<file path="src/rtl/fp_cmp_pkg.sv">
// Shared encodings for the single-precision compare stage: condition codes,
// FSM states and IEEE-754 field positions.
package fp_cmp_pkg;

    typedef enum logic [1:0] {
        CondEq   = 2'b00,
        CondLt   = 2'b01,
        CondLe   = 2'b10,
        CondRsvd = 2'b11
    } cond_e;

    typedef enum logic [1:0] {
        StIdle     = 2'b00,
        StClassify = 2'b01,
        StCompare  = 2'b10,
        StWrite    = 2'b11
    } state_e;

    localparam int unsigned SIGN_BIT  = 31;
    localparam int unsigned EXP_MSB   = 30;
    localparam int unsigned EXP_LSB   = 23;
    localparam int unsigned MANT_W    = 23;
    localparam int unsigned QUIET_BIT = 22;

endpackage

</file>
<file path="src/rtl/fp_classify.sv">
// Combinational classifier for one single-precision operand.
// Denormals are not flagged; they fall through to raw-magnitude ordering.
module fp_classify
    import fp_cmp_pkg::*;
(
    input  logic [31:0] value,
    output logic        is_nan,
    output logic        is_snan,
    output logic        is_zero,
    output logic        sign
);

    logic [EXP_MSB-EXP_LSB:0] exp_f;
    logic [MANT_W-1:0]        mant_f;

    assign exp_f   = value[EXP_MSB:EXP_LSB];
    assign mant_f  = value[MANT_W-1:0];

    assign is_nan  = (&exp_f) && (|mant_f);
    assign is_snan = is_nan && !mant_f[QUIET_BIT];
    assign is_zero = (~|exp_f) && (~|mant_f);
    assign sign    = value[SIGN_BIT];

endmodule

</file>
<file path="src/rtl/fp_compare_stage.sv">
// Four-state FP compare stage writing a one-bit result into a condition-flag bank.
// Define FP_COMPARE_INVALID_EN to add the oInvalid exception strobe.
module fp_compare_stage
    import fp_cmp_pkg::*;
#(
    parameter int unsigned FLAG_W = 3
) (
    input  logic              iCLK,
    input  logic              iCLR_N,
    input  logic              iStart,
    input  logic [31:0]       iA,
    input  logic [31:0]       iB,
    input  logic [1:0]        iCond,
    input  logic [FLAG_W-1:0] iFlagSel,
    output logic              oBusy,
    output logic              oFlagWrite,
    output logic [FLAG_W-1:0] oFlag,
    output logic              oData,
    output logic              oDone
`ifdef FP_COMPARE_INVALID_EN
    ,
    output logic              oInvalid
`endif
);

    state_e state_q, state_d;

    logic [31:0]       a_q, b_q;
    logic [1:0]        cond_q;
    logic [FLAG_W-1:0] flag_sel_q;
    logic [FLAG_W-1:0] flag_q;
    logic              data_q;

    logic a_nan, a_zero, a_sign, b_nan, b_zero, b_sign;
    logic a_nan_q, a_zero_q, a_sign_q, b_nan_q, b_zero_q, b_sign_q;

    logic any_nan, both_zero, eq, lt, result;

`ifdef FP_COMPARE_INVALID_EN
    logic a_snan, b_snan, a_snan_q, b_snan_q;
    logic invalid, invalid_q;
`endif

    fp_classify u_class_a (
        .value   (a_q),
        .is_nan  (a_nan),
`ifdef FP_COMPARE_INVALID_EN
        .is_snan (a_snan),
`else
        .is_snan (),
`endif
        .is_zero (a_zero),
        .sign    (a_sign)
    );

    fp_classify u_class_b (
        .value   (b_q),
        .is_nan  (b_nan),
`ifdef FP_COMPARE_INVALID_EN
        .is_snan (b_snan),
`else
        .is_snan (),
`endif
        .is_zero (b_zero),
        .sign    (b_sign)
    );

    // State register
    always_ff @(posedge iCLK or negedge iCLR_N) begin
        if (!iCLR_N) begin
            state_q <= StIdle;
        end else begin
            state_q <= state_d;
        end
    end

    // Next-state logic
    always_comb begin
        state_d = state_q;
        unique case (state_q)
            StIdle:     if (iStart) state_d = StClassify;
            StClassify: state_d = StCompare;
            StCompare:  state_d = StWrite;
            StWrite:    state_d = StIdle;
            default:    state_d = StIdle;
        endcase
    end

    // Negative operands order in reverse of their magnitudes; +0/-0 are equal.
    always_comb begin
        any_nan   = a_nan_q | b_nan_q;
        both_zero = a_zero_q & b_zero_q;
        eq        = both_zero | (a_q == b_q);
        if (a_sign_q != b_sign_q) begin
            lt = a_sign_q & ~both_zero;
        end else if (a_sign_q) begin
            lt = a_q[EXP_MSB:0] > b_q[EXP_MSB:0];
        end else begin
            lt = a_q[EXP_MSB:0] < b_q[EXP_MSB:0];
        end
        unique case (cond_q)
            CondEq:  result = eq;
            CondLt:  result = lt;
            CondLe:  result = lt | eq;
            default: result = 1'b0;
        endcase
        if (any_nan) result = 1'b0;
    end

`ifdef FP_COMPARE_INVALID_EN
    always_comb begin
        invalid = (((cond_q == CondLt) || (cond_q == CondLe)) && any_nan) ||
                  ((cond_q == CondEq) && (a_snan_q || b_snan_q));
    end
`endif

    always_ff @(posedge iCLK or negedge iCLR_N) begin
        if (!iCLR_N) begin
            a_q        <= '0;
            b_q        <= '0;
            cond_q     <= '0;
            flag_sel_q <= '0;
            a_nan_q    <= 1'b0;
            a_zero_q   <= 1'b0;
            a_sign_q   <= 1'b0;
            b_nan_q    <= 1'b0;
            b_zero_q   <= 1'b0;
            b_sign_q   <= 1'b0;
            flag_q     <= '0;
            data_q     <= 1'b0;
        end else begin
            if (state_q == StIdle && iStart) begin
                a_q        <= iA;
                b_q        <= iB;
                cond_q     <= iCond;
                flag_sel_q <= iFlagSel;
            end
            if (state_q == StClassify) begin
                a_nan_q  <= a_nan;
                a_zero_q <= a_zero;
                a_sign_q <= a_sign;
                b_nan_q  <= b_nan;
                b_zero_q <= b_zero;
                b_sign_q <= b_sign;
            end
            // Output values change only on entry to WRITE and hold afterwards.
            if (state_q == StCompare) begin
                flag_q <= flag_sel_q;
                data_q <= result;
            end
        end
    end

`ifdef FP_COMPARE_INVALID_EN
    always_ff @(posedge iCLK or negedge iCLR_N) begin
        if (!iCLR_N) begin
            a_snan_q  <= 1'b0;
            b_snan_q  <= 1'b0;
            invalid_q <= 1'b0;
        end else begin
            if (state_q == StClassify) begin
                a_snan_q <= a_snan;
                b_snan_q <= b_snan;
            end
            if (state_q == StCompare) begin
                invalid_q <= invalid;
            end
        end
    end
`endif

    // Output decode
    always_comb begin
        oBusy      = 1'b0;
        oFlagWrite = 1'b0;
        oDone      = 1'b0;
        oFlag      = flag_q;
        oData      = data_q;
`ifdef FP_COMPARE_INVALID_EN
        oInvalid   = 1'b0;
`endif
        unique case (state_q)
            StIdle:     oBusy = 1'b0;
            StClassify: oBusy = 1'b1;
            StCompare:  oBusy = 1'b1;
            StWrite: begin
                oBusy      = 1'b1;
                oFlagWrite = 1'b1;
                oDone      = 1'b1;
`ifdef FP_COMPARE_INVALID_EN
                oInvalid   = invalid_q;
`endif
            end
            default:    oBusy = 1'b0;
        endcase
    end

endmodule
</file>
<file path="config.mk">
export PLATFORM = sky130hd
export DESIGN_NAME = fp_compare_stage
export DESIGN_NICKNAME = d
export VERILOG_FILES = /design/src/rtl/fp_cmp_pkg.sv /design/src/rtl/fp_classify.sv /design/src/rtl/fp_compare_stage.sv
export SDC_FILE = /design/constraint.sdc
export NUM_CORES = 1
export LEC_CHECK = 0
export CAP_MARGIN = 30
export CORE_AREA = 4 4 114 116
export DETAILED_ROUTE_END_ITERATION = 8
export DIE_AREA = 0 0 118 120
export GPL_TIMING_DRIVEN = 0
export SLEW_MARGIN = 15
export SYNTH_ARGS = -nofsm -noshare
export SYNTH_HDL_FRONTEND = slang
export SYNTH_SLANG_ARGS = --single-unit
</file>
<file path="constraint.sdc">
create_clock -name iCLK -period 3.7 [get_ports iCLK]
set_clock_uncertainty 0.05 [all_clocks]
set_input_delay 0.74 -clock iCLK [delete_from_list [all_inputs] [get_ports iCLK]]
set_output_delay 0.74 -clock iCLK [all_outputs]
set_load 0.005 [all_outputs]
</file>
# After elaboration in Yosys (flattened, before gate mapping)
# Index checks and enable logic that the tools add are counted.
# classes
add_sub_neg,0
shift,0
eq_ne,8
n_mux,8
bitwise_logic,6
order_cmp,2
multipliers,0
n_reduce_logical,18
n_div,0
# ops
cell,count
23-bit OR reduction,2
32-bit == test,1
31-bit greater-than comparator,1
31-bit less-than comparator,1
8-bit AND reduction,2
8-bit OR reduction,2
2-bit case mux with 4 select lines,1
2-bit == test (second input constant),3
1-bit logical AND,5
2-bit by 1-bit == test with 1-bit output (second input constant),2
1-bit logical NOT,4
2-bit logical NOT,2
1-bit 2-to-1 mux,4
1-bit bitwise OR,3
1-bit case mux with 3 select lines,1
3-bit OR reduction,1
1-bit AND,2
2-bit 2-to-1 mux,1
2-bit != test (second input constant),1
1-bit case mux with 2 select lines,1
1-bit != test,1
1-bit inverter,1
# totals
mem_bits_rw,0
regBits,81
romBits,0
latchBits,0
output_inout_bits,7
memories,0

# Longest topological paths before layout
# Gate-level depths: netlist (run 1).
# depth
ltp_word,7
ltp_mapped,8
mapped_depth_nobuf,8

# Modules after synthesis
# Synthesis (run 1) repeated with hierarchy kept, for this count alone.
# unflattened
cells_unflattened,344
hier_area_um2,4167.7
# modules_own_cells
module,cells_each,area_per_inst_um2,n_inst,seq_area_each_um2
fp_compare_stage,312,3937.5,1,2026.9
fp_classify,16,115.1,2,0.0

# Worst setup path before layout (run 1)
# OpenSTA, ideal clock, no wires.
# synth_timing
path_type,reg2reg
start,register a_q[29]
end,"register data_q, in the netlist oData"
required_time_ns,3.526
setup_time_ns,0.124
synth_period_minus_slack_ns,1.939
stages_incl_launch_ff,8
setup_slack_ns,1.761
path_buffers,0
arrival_ns,1.765
cell_sequence,dfrtp_1 > ha_1 > nand4_2 > nor4_2 > nand3_1 > a21o_1 > and4_4 > o31a_1
# synth_between
elab_chain_cells,6
elab_cells_between_ends,9
cone_classes,order compare: 2; eq/ne: 1; mux: 4; bitwise: 2
# synth_lines
element,line,source
from (decl),fp_compare_stage.sv:28,"logic [31:0] a_q, b_q;"
from (signal assigned),fp_compare_stage.sv:133,a_q <= iA;
31-bit less-than comparator / 31-bit greater-than comparator (equally long branches),"fp_compare_stage.sv:99, fp_compare_stage.sv:97",
1-bit 2-to-1 mux,fp_compare_stage.sv:96,end else if (a_sign_q) begin
1-bit 2-to-1 mux,fp_compare_stage.sv:94,if (a_sign_q != b_sign_q) begin
1-bit bitwise OR,fp_compare_stage.sv:104,CondLe: result = lt | eq;
1-bit case mux with 3 select lines (*),fp_compare_stage.sv:101,unique case (cond_q)
1-bit 2-to-1 mux (*),fp_compare_stage.sv:107,if (any_nan) result = 1'b0;
to (signal assigned),fp_compare_stage.sv:149,data_q <= result;
to (decl),fp_compare_stage.sv:32,logic data_q;
# Mark *: on every way between the ends. The rest lies on a longest branch, timed or not.
# A chain may end at the register's enable or synchronous reset.

# Final worst setup path (run 1)
# layout_timing
start,register state_q[0]
end,output port oBusy
# layout_between
elab_chain_cells,3
elab_cells_between_ends,6
cone_classes,eq/ne: 3; mux: 1; reduce/logical: 2
# layout_lines
element,line,source
from (decl),fp_compare_stage.sv:26,"state_e state_q, state_d;"
from (signal assigned),fp_compare_stage.sv:71,state_q <= StIdle;
from (signal assigned),fp_compare_stage.sv:73,state_q <= state_d;
2-bit by 1-bit == test with 1-bit output / 2-bit == test (equally long branches),fp_compare_stage.sv:182,unique case (state_q)
3-bit OR reduction (no source line),n/a,
1-bit case mux with 2 select lines (*),fp_compare_stage.sv:182,
to (decl),fp_compare_stage.sv:15,"output logic oBusy,"
# Marks and branches as above.

==> results.md, run 1 <==
* CP Launch Point: state_q[0]
* Final Max Tran Viols at 0
* Reg2Reg Setup Slack at approximately 1.5 ns
* Delay-heaviest family, CP: buffers and inverters
* DRT Pass-1 Iters at 4
* H-tree levels at 3
* Area growth syn-to-layout at 31.5%
* Fmax at 0.421 GHz
* Total length of routed wires at between 9 and 10 mm
* Cell row count at 40
* Initial Util at 34.6%
* Leading area contributor after synthesis: dfrtp_1
* # nets final at 537
* Register share of total power at 39.8%
* RSZ-0062 raised after global routing: no
* Yosys top cell area share at 49.2%
* Post-Place Worst Slack at approximately 1.1 ns
* Min-Delay Path Class: primary input to asynchronous set/reset pin
* Clock tree sinks at 81
* Sw Pwr at 0.00159 W
* CP cell instances: inv_1, ha_1, inv_2, clkdlybuf4s50_1
* CTS Buf Count at 9
* First-pass GRT wire length at between 15 and 20 mm
* CORE AREA at 11900 µm²
* Leak at between 2 and 2.5 nW
* Fin. Hold Viols at 0
* Mapped Area at 4120 µm²
* DRC violations left at 0
* PostCTS Resize Cnt at 0
* Worst-Margin Slew at 0.626 ns
* Critical path class: flop to output pin
* Setup violators final at 0
* Worst path required time at 2.91 ns
* Period utilization at between 60% and 70%
* Worst-Skew Late Latency at 0.34 ns
* # IOs at 79
* CP max stage cell: clkdlybuf4s50_1
* Synthesis-stage register bit count at 81
* Clock buffer depth at 2
* Ys flop type: dfrtp_1
* CP Max Fanout at 4
* Bufs and invs on worst path at 3
* Outcome: finished clean
* Die width at 118 µm
* Combinational share of power at 39.2%
* Layout cells sized above 1 at about 8%
* Critical Path Source Type: flop
* Largest net degree at the start of global routing at slightly above 60
* FFs w/ async S/R, synth at 100%
* Placer Congestion at 0.815
* Setup TNS at 0 ns
* Vias at 2923
* RR Startpoint: b_q[25]
* CTS tree: done
* Clock Pin Slew Worst Setup and Hold Paths at 0.06 ns
* Grt ovf at 0
* Seq/Total Area, Yosys at about 49%
* Post-synthesis area per instance at 12.2 µm²
* Number of port buffers at 78
* Final WS setup at roughly 1.3 ns
* Internal at 0.00279 W
* Sw frac at 36.3%
* RR Endpoint: oData
* Ant diodes at 0
* Power per Cell Area at 809 nW/µm²
* GRT Util Overall at 14.6%
* Yosys Warn Count at 0
* Reg2reg path depth at 8
* Post-route cell area at 5420 µm²
* Clock root buffer: clkbuf_16
* DPL Wire Length at 7.63 mm
* # Post-CTS Setup Buffers at 0
* Critical path capture point type: output pin
* Vias in the first global route at 3186
* Worst VDD drop at 0.000329 V
* Max-Cap Viols at 0
* Top cells by area, synth: dfrtp_1 49%, mux2_1 19%, ha_1 11%, inv_1 3.4%, nor4_1 2.3%
* Die Footprint at 14200 µm²
* Clk network pwr share at 20.9%
* Placed Area at approximately 5100 µm²
* Post-synth EDFFs at 0
* WL per Instance at 16.7 µm
* Rel. slew slack at 58.3%
* Cells after synthesis at 339
* Post-Syn Nets at 447
* Slowest stage delay, CP at between 0.4 and 0.5 ns
* DR vias/cell at around 5.0
* Overall power at 0.00438 W
* Die height at 120 µm
* Crit path arrival time at 1.59 ns
* Post-synthesis cell type count at 33
* Min Tclk post-route at 2.38 ns
* Hold_buf cts at 0
* Detail Route Antenna Nets at 0
* DRT iter0 DRCs at 107
* Initial antenna violation count at 0
through the flow:
stage | std cells | hold WS (ns) | utilization, %
floorplan | 339 | 0.394 | -
global placement | 564 | 0.421 | 42.7
detailed placement | 565 | 0.432 | 42.9
finish | 581 | 0.235 | 45.5
global route | 581 | 0.252 | 45.5
CTS | 581 | 0.237 | 45.5
power by group through the flow:
| stage | clock (W) | combinational [W] | sequential, W |
|---|---|---|---|
| final | 0.000917 | 0.00172 | 0.00175 |
| after CTS | 0.000943 | 0.00175 | 0.00176 |
| after global placement | 0 | 0.00163 | 0.00176 |
| after floorplan | 0 | 0.00126 | 0.00161 |
| after global routing | 0.000983 | 0.00197 | 0.00181 |
| after detailed placement | 0 | 0.00173 | 0.00177 |
how the worst max path moves through the flow:
stage | endpoint | slack [ns] | cells past startpoint
detailed placement | a_q[13] | 1.14 | 5
CTS | oBusy | 1.30 | 4
global route | oBusy | 1.24 | 4
floorplan | oData | 1.76 | 7
finish | oBusy | 1.32 | 4
global placement | flag_sel_q[0] | -1.07 | 1
worst reg2reg max path: stages (launching register included):
cell	delay, ns
dfrtp_1	0.40
inv_1	0.07
ha_1	0.30
nand4_1	0.17
nor4_2	0.36
nand3_1	0.12
a21o_1	0.18
and4_4	0.17
o31a_1	0.24
logic make-up after synthesis:
logic type      after synthesis  share of synthesized area (%)
compound gates               32                           4.77
xor+xnor                      2                          0.425
fa+ha+maj                    36                           10.9
buf+inv                      47                           4.43
flops                        81                           49.2
mux                          78                           21.3
simple gates                 63                           8.93
routing by layer:
layer  wire length [µm]  part of all wire [%]  up-vias  track usage [%]
li1                   -                     -     1400                -
met1               4140                    43     1433             17.5
met2               4920                    51       74             25.0
met3                462                   4.8       16             4.01
met4                158                   1.6        0             5.35
met5                  0                     0        -                0
flip-flops by register name, indices dropped and copies added (netlist names), 2 cells and up:
register    flops
a_q            32
b_q            32
cond_q          2
flag_sel_q      3
oFlag           3
state_q         2
synthesized netlist by cell type, types with 2 or more instances:
cell type and n:
buf_1 5, nor3_1 6, mux2_2 7, o21ai_0 6, nand4_2 2, nor4_1 15
dfrtp_1 81, inv_1 37, mux2_1 71, xor2_1 2, nor2_1 7, a21oi_1 16
buf_2 2, nand4_1 14, nand3_1 4, nand2_1 10, nand3b_1 2, a221oi_1 2
ha_1 36
area by class of cell:
| type | instances | area (µm²) |
|---|---|---|
| sequential | 81 | 2030 |
| tap | 147 | 184 |
| timing repair buffer | 79 | 806 |
| inverter | 38 | 143 |
| fill | 1122 | 6490 |
| clock inverter | 4 | 51.3 |
| clock buffer | 12 | 256 |
| multi-input combinational | 211 | 1910 |
| buffer | 9 | 40.0 |
placed cells by master, fill, tap and decap left out, drive strengths merged, types with 4 or more instances in the layout:
cell type      instances
mux2                  78
nor3                   6
ha                    36
a21oi                 16
dfrtp                 81
clkbuf                13
nand2                 10
nand3                  4
nor2                   7
clkdlybuf4s50         77
buf                   10
o21ai                  7
nor4                  16
inv                   38
nand4                 16
(Power assumes the default switching activity.)
==> inputs of run 2 (changes only) <==
- clock period: 3.7 -> 2.16 ns (I/O delays scaled with it)
==> run 2 against run 1 <==
  * The flow now finishes with violations (negative setup slack)
  * Global-route usage up 0.071 points
  * First-iteration DRC count up 15%
  * Sequential power up 71%
==> results.md, run 2 (same netlist as run 1, synthesis figures left out) <==
* Metal2 WL at a little over 5 mm
* CP Max Fanout at 4
* Worst-Skew Late Latency at 0.34 ns
* Rel. slew slack at ~61%
* Layout cells sized above 1 at 10.0%
* H-tree levels at 3
* DR vias/cell at around 5.0
* Period utilization at 100%
* Worst path required time at approximately 2.3 ns
* Reg2Reg Setup Slack at -0.009 ns
* # IOs at 79
* Leak at 2.42 nW
* Total length of routed wires at 9.85 mm
* DRT iter0 DRCs at 123
* Cell row count at 40
* Largest net degree at the start of global routing at 62
* Ant diodes at 0
* Die height at 120 µm
* Failing checks: negative setup slack
* Placer Congestion at 0.815
* Initial Util at between 30 and 40%
* Initial antenna violation count at 0
* Die Footprint at roughly 14000 µm²
* Post-route cell area at 5520 µm²
* Die width at approximately 120 µm
* RSZ-0062 raised after global routing: yes
* Commonest non-fill, non-tap cell in the layout: dfrtp_1
* Clock Pin Slew Worst Setup and Hold Paths at 0.06 ns
* CP Launch Point: a_q[13]
* Fin. Hold Viols at 0
* Hold Slack at 0.439 ns
* Vias at ~3000
* Area growth syn-to-layout at 33.9%
* Internal at 0.00493 W
* Met1 Wirelength at between 4 and 5 mm
* Max-Cap Viols at 0
* Clock root buffer: clkbuf_16
* Detail Route Antenna Nets at 0
* Critical Path Source Type: flop
* DRC violations left at 0
* Setup TNS at -0.00865 ns
* CTS tree: done
* Grt ovf at 0
* DRT Pass-1 Iters at 4
* # nets final at 542
* DR top layer: met4
* DPL Wire Length at about 7.6 mm
* Number of port buffers at 78
* Worst hold start: flag_sel_q[0]
* Final Max Tran Viols at 0
* First-pass GRT wire length at around 16 mm
* Min Tclk post-route at 2.17 ns
* Worst-Margin Slew at 0.590 ns
* Clock tree sinks at 81
* Fmax at about 0.46 GHz
* Finished Core Util at about 46%
* Combinational share of power at 41.3%
* Final WS setup at -0.00865 ns
* RR Startpoint: a_q[13]
* CTS Buf Count at 9
* Crit path arrival time at around 2.3 ns
* Critical path class: flop to flop
* Clock buffer depth at 2
* Clk network pwr share at approximately 20%
* Critical path capture point type: flop
* CORE AREA at approximately 12000 µm²
* Placed Area at 5110 µm²
* GRT Util Overall at between 10% and 20%
* WL per Instance at 16.8 µm
* Sw frac at 36.6%
* DR WL met3 at 482 µm
* Register share of total power at 38.5%
* Setup violators final at 1
* Biggest regs: a_q (32), b_q (32)
* Worst VDD drop at 0.000579 V
* Outcome: finished, violations left
* Vias in the first global route at 3207
* Power per Cell Area at 1410 nW/µm²
* Most frequent cells in the layout: 80 x dfrtp_1, 77 x clkdlybuf4s50_1, 71 x mux2_1
* Sw Pwr at 0.00284 W
* Min-Delay Path Class: flop to flop
## run 2: critical path, cell delays in order, from the launching register on
cell and delay [ns]:
dfrtp_1 0.41, ha_1 0.35, nand4_1 0.15, nor4_1 0.41, nand4_1 0.19, nand4_1 0.13
a21oi_1 0.05, o31a_1 0.30
## run 2: worst paths after layout
path                                 endpoint  cells after the start
min in group asynchronous             a_q[19]                      2
worst max register to register          oData                      7
max in group asynchronous             a_q[28]                      3
worst min-delay path            flag_sel_q[0]                      1
worst max-delay path                    oData                      7
worst min register to register  flag_sel_q[0]                      1
## run 2: final cells by class
class | instances | area, µm²
Fill cell | 1113 | 6400
Sequential cell | 81 | 2030
Clock inverter | 4 | 51.3
Buffer | 8 | 40.0
Tap cell | 147 | 184
Multi-Input combinational cell | 211 | 1960
Clock buffer | 12 | 256
Inverter | 38 | 143
Timing Repair Buffer | 85 | 853
## run 2: per-layer routing
| layer | track usage [%] | vias to the layer above |
|---|---|---|
| met1 | 17.6 | 1419 |
| li1 | - | 1416 |
| met2 | 25.2 | 69 |
| met4 | 5.35 | 0 |
| met5 | 0 | - |
| met3 | 4.01 | 17 |
## run 2: stage by stage
step / std cells / setup slack [ns] / power (W)
final: 586 / -0.00865 / 0.00777
after global placement: 564 / -2.30 / 0.00580
after floorplan: 339 / 0.221 / 0.00492
after CTS: 582 / 0.00614 / 0.00764
after global routing: 586 / -0.0968 / 0.00842
after detailed placement: 565 / -0.0941 / 0.00600
## run 2: power by group through the flow
stage               clock network (W)  logic, W  registers [W]
floorplan                           0   0.00216        0.00275
global placement                    0   0.00279        0.00301
detailed placement                  0   0.00296        0.00304
CTS                           0.00161   0.00302        0.00301
global route                  0.00168   0.00363        0.00311
finish                        0.00157   0.00320        0.00299
## run 2: what timing repair did
| item | in CTS | in global routing |
|---|---|---|
| setup endpoints to repair | 1 | 14 |
| setup buffers | 0 | 5 |
| gates resized for setup | 1 | 8 |
| hold buffers | 1 | 0 |
| pin swaps | 1 | 0 |
| hold endpoints to repair | 20 | 0 |
